### src/rtl/serial_subtractor_pkg.sv
`default_nettype none
// ============================================================================
// Module   : serial_subtractor_pkg
// Purpose  : Shared state encoding and width helper for the bit-serial
//            subtractor.
// Revision : 1.0 - initial release
// ============================================================================
package serial_subtractor_pkg;

    // Control states; encoding 2'd3 is unused and steers back to IDLE.
    typedef enum logic [1:0] {
        ST_IDLE = 2'd0,
        ST_RUN  = 2'd1,
        ST_DONE = 2'd2
    } state_t;

    // Bit-counter width: ceil(log2(v)), never narrower than one bit.
    function automatic int clog2_min1(input int v);
        return (v <= 2) ? 1 : $clog2(v);
    endfunction

endpackage
`default_nettype wire

### src/rtl/full_subtractor.sv
`default_nettype none
// ============================================================================
// Module   : full_subtractor
// Purpose  : One-bit full subtractor cell, d = a - b - bi with borrow out.
// Revision : 1.0 - initial release
// ============================================================================
module full_subtractor (
    input  logic a,
    input  logic b,
    input  logic bi,
    output logic d,
    output logic bo
);

    // Difference bit is the parity of the three inputs.
    assign d  = a ^ b ^ bi;
    // Borrow when b exceeds a, or when a == b and a borrow is pending.
    assign bo = (~a & b) | (~(a ^ b) & bi);

endmodule
`default_nettype wire

### src/rtl/serial_subtractor.sv
`default_nettype none
// ============================================================================
// Module   : serial_subtractor
// Purpose  : Bit-serial N-bit subtractor D = A - B - bi, LSB first, one bit
//            per clock, with valid/ready handshakes on both sides.
// Revision : 1.0 - initial release
// ============================================================================
module serial_subtractor
    import serial_subtractor_pkg::*;
#(
    parameter int N = 8
) (
    input  logic         clk,
    input  logic         rst_n,
    input  logic         in_valid,
    output logic         in_ready,
    input  logic [N-1:0] A,
    input  logic [N-1:0] B,
    input  logic         bi,
    output logic         out_valid,
    input  logic         out_ready,
    output logic [N-1:0] D,
    output logic         bo,
    output logic         ov
);

    localparam int          CW   = clog2_min1(N);
    localparam logic [CW-1:0] LAST = CW'(N - 1);

    state_t         state;
    state_t         state_nxt;
    logic [N-1:0]   a_sr;
    logic [N-1:0]   b_sr;
    logic [N-1:0]   d_sr;
    logic           br;
    logic           a_msb;
    logic           b_msb;
    logic [CW-1:0]  cnt;
    logic           bo_r;
    logic           ov_r;
    logic           cell_d;
    logic           cell_bo;
    logic           accept;
    logic           last_bit;

    // Single shared cell works on the current LSBs and the pending borrow.
    full_subtractor u_cell (
        .a  (a_sr[0]),
        .b  (b_sr[0]),
        .bi (br),
        .d  (cell_d),
        .bo (cell_bo)
    );

    assign in_ready  = (state == ST_IDLE);
    assign out_valid = (state == ST_DONE);
    assign accept    = in_valid && in_ready;
    assign last_bit  = (state == ST_RUN) && (cnt == LAST);
    assign D         = d_sr;
    assign bo        = bo_r;
    assign ov        = ov_r;

    // State register; reset abandons any operation in flight.
    always_ff @(posedge clk or negedge rst_n) begin
        if (!rst_n) begin
            state <= ST_IDLE;
        end else begin
            state <= state_nxt;
        end
    end

    // Next-state decode: load, N serial steps, then hold until consumed.
    always_comb begin
        state_nxt = state;
        case (state)
            ST_IDLE: if (in_valid)  state_nxt = ST_RUN;
            ST_RUN:  if (last_bit)  state_nxt = ST_DONE;
            ST_DONE: if (out_ready) state_nxt = ST_IDLE;
            default:                state_nxt = ST_IDLE;
        endcase
    end

    // Datapath: operand capture on acceptance, one bit shifted per RUN edge.
    always_ff @(posedge clk or negedge rst_n) begin
        if (!rst_n) begin
            a_sr  <= '0;
            b_sr  <= '0;
            d_sr  <= '0;
            br    <= 1'b0;
            a_msb <= 1'b0;
            b_msb <= 1'b0;
            cnt   <= '0;
            bo_r  <= 1'b0;
            ov_r  <= 1'b0;
        end else if (accept) begin
            a_sr  <= A;
            b_sr  <= B;
            br    <= bi;
            a_msb <= A[N-1];
            b_msb <= B[N-1];
            cnt   <= '0;
        end else if (state == ST_RUN) begin
            // Shift form keeps N == 1 legal (no empty part-selects).
            d_sr <= (d_sr >> 1) | (N'(cell_d) << (N - 1));
            a_sr <= a_sr >> 1;
            b_sr <= b_sr >> 1;
            br   <= cell_bo;
            if (last_bit) begin
                cnt  <= '0;
                bo_r <= cell_bo;
                // Overflow: operand signs differ and result sign differs from A.
                ov_r <= (a_msb != b_msb) && (cell_d != a_msb);
            end else begin
                cnt <= cnt + 1'b1;
            end
        end
    end

endmodule
`default_nettype wire

### config.mk
export PLATFORM = sky130hd
export DESIGN_NAME = serial_subtractor
export DESIGN_NICKNAME = d
export VERILOG_FILES = /design/src/rtl/serial_subtractor_pkg.sv /design/src/rtl/full_subtractor.sv /design/src/rtl/serial_subtractor.sv
export SDC_FILE = /design/constraint.sdc
export NUM_CORES = 1
export LEC_CHECK = 0
export ABC_AREA = 1
export CORE_MARGIN = 5
export CORE_UTILIZATION = 50
export CTS_BUF_LIST = sky130_fd_sc_hd__clkbuf_8
export CTS_CLUSTER_DIAMETER = 100
export DETAILED_ROUTE_END_ITERATION = 12
export PLACE_DENSITY = 0.79
export SLEW_MARGIN = 20
export SYNTH_ARGS = -nofsm -noshare
export SYNTH_HDL_FRONTEND = slang
export SYNTH_SLANG_ARGS = --single-unit
export TNS_END_PERCENT = 1
### constraint.sdc
create_clock -name clk -period 1.6 [get_ports clk]
set_input_delay 0.16 -clock clk [delete_from_list [all_inputs] [get_ports clk]]
set_output_delay 0.16 -clock clk [all_outputs]
set_load 0.01 [all_outputs]
# Yosys cells after proc, flatten, opt, wreduce, memory -nomap -nowiden
# Index checks and enable logic that the tools add are counted.
op_classes:
  bitwise_logic: 9
  n_addsub: 1
  eq_ne: 8
  muxes: 13
  reduce_logical: 8
ops:
  columns: ["op", "count"]
  rows:
  - ["8-bit two-way mux", 4]
  - ["3-bit two-way mux", 3]
  - ["7-bit by 8-bit bitwise OR with 8-bit output", 1]
  - ["2-bit two-way mux", 3]
  - ["2-bit one-hot mux with 3 select lines", 1]
  - ["3-bit AND reduction", 2]
  - ["2-bit != test (second input constant)", 2]
  - ["3-bit by 1-bit adder with 3-bit output (second input constant)", 1]
  - ["3-bit equality test (second input constant)", 1]
  - ["1-bit logical AND", 3]
  - ["1-bit NOT", 3]
  - ["1-bit bitwise AND", 2]
  - ["2-bit by 1-bit equality test with 1-bit output (second input constant)", 1]
  - ["2-bit equality test (second input constant)", 1]
  - ["2-bit logical NOT", 1]
  - ["1-bit two-way mux", 2]
  - ["1-bit != test", 2]
  - ["2-bit by 1-bit != test with 1-bit output (second input constant)", 1]
  - ["2-bit AND reduction", 1]
  - ["2-bit nonzero test", 1]
  - ["1-bit XOR", 2]
  - ["1-bit bitwise OR", 1]
totals:
  wordCells: 49
  out_inout_bits: 12
  register_bits: 34
  input_bits: 21

# Logic depth before layout (Yosys ltp)
logic_depth:
  depth_word: 6
  mapped_depth: 7
  ltp_nobuf: 7

# Modules after synthesis
# From an unflattened synthesis, not the netlist that was laid out.
hier_totals:
  cells_unflattened: 199
  hier_area_um2: 1706.6
modules_own_cells:
  columns: ["mod", "cells_per_inst", "seq_area_each_um2", "area_per_inst_um2", "instances"]
  rows:
  - ["serial_subtractor", 195, 850.8, 1675.4, 1]
  - ["full_subtractor", 4, 0.0, 31.3, 1]

# Worst setup path after synthesis
# No wires, ideal clock.
synth_path:
  path_type: "reg2reg"
  startpoint: "register b_sr[0]"
  endpoint: "register ov_r, in the netlist ov"
  stages_incl_launch_ff: 8
  setup_ps: 116
  t_arrival_ps: 1149
  path_slack_ps: 334
  period_less_slack_ps: 1266
  t_required_ps: 1484
  n_path_buf: 0
  path_cell_list: "dfrtp_1 inv_1 fa_1 inv_1 nand3_1 nand2_1 nand2_1 nand2_1"
synth_between:
  elab_chain_len: 4
synth_lines:
  columns: ["element", "line_no", "rtl"]
  rows:
  - ["start: declaration", "serial_subtractor.sv:33", "logic [N-1:0] b_sr;"]
  - ["start signal: assignment", "serial_subtractor.sv:106", "b_sr <= b_sr >> 1;"]
  - ["1-bit XOR (2 in a row)", "full_subtractor.sv:16", "assign d = a ^ b ^ bi;"]
  - ["via cell_d", "serial_subtractor.sv:41", "logic cell_d;"]
  - ["1-bit != test", "serial_subtractor.sv:112", "ov_r <= (a_msb != b_msb) && (cell_d != a_msb);"]
  - ["1-bit logical AND", "serial_subtractor.sv:112", null]
  - ["end signal: assignment", "serial_subtractor.sv:112", null]
  - ["end: declaration", "serial_subtractor.sv:40", "logic ov_r;"]
# The timed path passes the listed nets, and every way through them passes these cells.
# A chain may end at the register's enable or synchronous reset.

# Worst setup path in the final report
layout_path:
  startpoint: "register state[1]"
  endpoint: "output out_valid"
layout_between:
  elab_chain_len: 1
layout_lines:
  columns: ["element", "line_no", "rtl"]
  rows:
  - ["start: declaration", "serial_subtractor.sv:30", "state_t state;"]
  - ["start signal: assignment", "serial_subtractor.sv:68", "state <= state_nxt;"]
  - ["2-bit equality test", "serial_subtractor.sv:56", "assign out_valid = (state == ST_DONE);"]
  - ["end: declaration", "serial_subtractor.sv:20", "output logic out_valid,"]
# No other way between the ends.

==> run_results.csv <==
group,metric,value,unit
timing,fin_skew,7.34,ps
clock_network,root_buffer,"clkbuf_8",
logic_synthesis,syn_avg_cell_area,8.78,um2
power,power,3.45,mW
placement,detailed_place_hpwl,2310,um
routing,antenna_left,0,
die,io_pins,33,
die,start_util,0.532,
clock_network,cts_hold_buf,0,
finish,fin_nets,231,
status,outcome,"finished, final reports clean",
die,chipWidth,64.6,um
clock_network,postCtsSetupRepairBufs,0,
grt,gr-total-overflow,0,
run,drv_cap,0,
clock_network,clockBufferDepth,2,
logic_synthesis,ys_ff_latch,34,
clock_network,ctsResizeCount,3,
logic_synthesis,synthCells,170,
timing,setup_violations,0,
worst_setup_path,worstPathArrival,1400,ps
worst_setup_path,critPathKind,"reg2out",
timing,worst_pin_slew,422,ps
timing,rsz0062_at_grt,"no",
timing,layout_min_cycle_time,1560,ps
placement,place.gp.congestion,0.825,
routing,wl_per_cell,13.3,um
die,die_y,64.6,um
timing,hold_violations,0,
die,die-area,4180,um2
finish,layout-drive-gt1-share,0.0913,
worst_hold_path,worstHoldPathType,"in2async",
worst_setup_path,rr_worst_depth,7,
clock_network,cts_made_buffers,5,
finish,syn_to_final_growth,29.9,%
routing,vias,1270,
worst_setup_path,start_kind,"flop",
routing,drc,0,
die,row_count,19,
logic_synthesis,synth_area,1490,um2
logic_synthesis,synth-seq-area-share,0.570,
worst_setup_path,endpoint_kind,"output port",
placement,portBuffers,32,
clock_network,clock-sinks,34,
timing,finalCritPeriodShare,0.976,
power,p_leak,0.937,nW
finish,final_cell_mix,"nand2_1, nand3_1, dfrtp_1",
clock_network,cts_tree,"built",
grt,grt_start_max_net_pins,35,
die,core_area,2810,um2
grt,grt_pass1_wl,5600,um
grt,gr-usage-all-layers,0.175,
worst_setup_path,required,1440,ps
power,powerDensity,1780,nW/um2
grt,grt_pass1_vias,1273,
timing,setup-tns-final,0,ps
grt,antenna_found_initial,0,
logic_synthesis,syn_nets,194,
power,peakVddDrop,0.952,mV
finish,multi_input_area,543,um2
clock_network,htree_levels,2,
logic_synthesis,synth.distinct_cells,15,
finish,final_common_cell,"nand2_1",
timing,max_freq,0.640,GHz
finish,fillCellCount,243,
timing,drv_slew,0,
logic_synthesis,synth_warnings,0,
clock_network,path_clk_slew,70,ps
timing,relSlewSlack,0.719,
worst_setup_path,crit_path_max_fanout,4,
routing,via_per_inst,5.31,
clock_network,clk_latency,290,ps
routing,drt_wl_total,3180,um
finish,antennaDiodeCount,0,
finish,layout.area.seq,853,um2
routing,drt_first_iter_violations,42,
routing,first_pass_iters,4,
[per-stage QoR]
stage                     hold WS [ps]  cell area, um2   util  setup WS (ps)  cells
final                              290            1940  0.691           37.8    239
after global routing               337            1940  0.691           1.70    239
after CTS                          302            1940  0.691           20.6    239
after detailed placement           473            1840  0.657            267    231
after global placement             460            1840  0.657            287    231
after floorplan                   -136            1490      -            334    170
[sequential cells by signal, summed over array words and instances (netlist names)]
signal	count
ov	1
a_sr	8
state	2
D	8
b_msb	1
br	1
a_msb	1
cnt	3
b_sr	8
bo	1
[power by group]
part	switching [mW]	internal, mW
Clock	0.312	0.345
Sequential	0.234	1.22
Combinational	0.738	0.608
[cell type report]
class                   instances  area share
clock inverters                 2     0.00645
clock buffers                   6      0.0426
inverters                      14      0.0271
repair buffers                 37       0.184
multi-input cells             115       0.280
flip-flops and latches         34       0.440
well taps                      31      0.0200
[logic make-up (layout without fill, tap and decap cells)]
group           Yosys count  after routing  share of synthesized area
simple gates             97             97                      0.282
flops                    34             34                      0.570
buf+inv                  21             59                     0.0662
compound gates           15             15                     0.0520
fa+ha+maj                 3              3                     0.0302
[path summary, 6_finish.rpt]
| kind | start | endpoint | slack, ps |
|---|---|---|---|
| max | state[1]$_DFFE_PN0P_ | out_valid | 40 |
| min | rst_n | D[2]$_DFFE_PN0P_ | 290 |
| max reg2reg | b_sr[0]$_DFFE_PN0P_ | ov$_DFFE_PN0P_ | 250 |
| min reg2reg | cnt[2]$_DFFE_PN0P_ | cnt[2]$_DFFE_PN0P_ | 490 |
| max in group asynchronous | rst_n | state[1]$_DFFE_PN0P_ | 980 |
| min in group clk | out_ready | state[1]$_DFFE_PN0P_ | 450 |
[critical path: stages (launching register included)]
cell             delay, ps
dfrtp_2                430
inv_2                   60
nor2_1                  90
clkdlybuf4s50_1        540
[per-layer routing]
metal,GRT usage,wire [um],up-vias
met4,0.0818,77,0
met5,0,0,-
met3,0.0587,189,10
met2,0.285,1560,38
met1,0.209,1350,604
li1,-,-,618
[cells in the mapped netlist, drive strengths merged]
cell / n / area (um2)
o21ai: 14 / 70.1
ha: 2 / 25.0
inv: 14 / 52.6
buf: 7 / 46.3
fa: 1 / 20.0
nand2: 60 / 225
nand3: 33 / 165
dfrtp: 34 / 851
nor2: 4 / 30.0
o31ai: 1 / 7.51
Power figures use the tool's default switching activity.
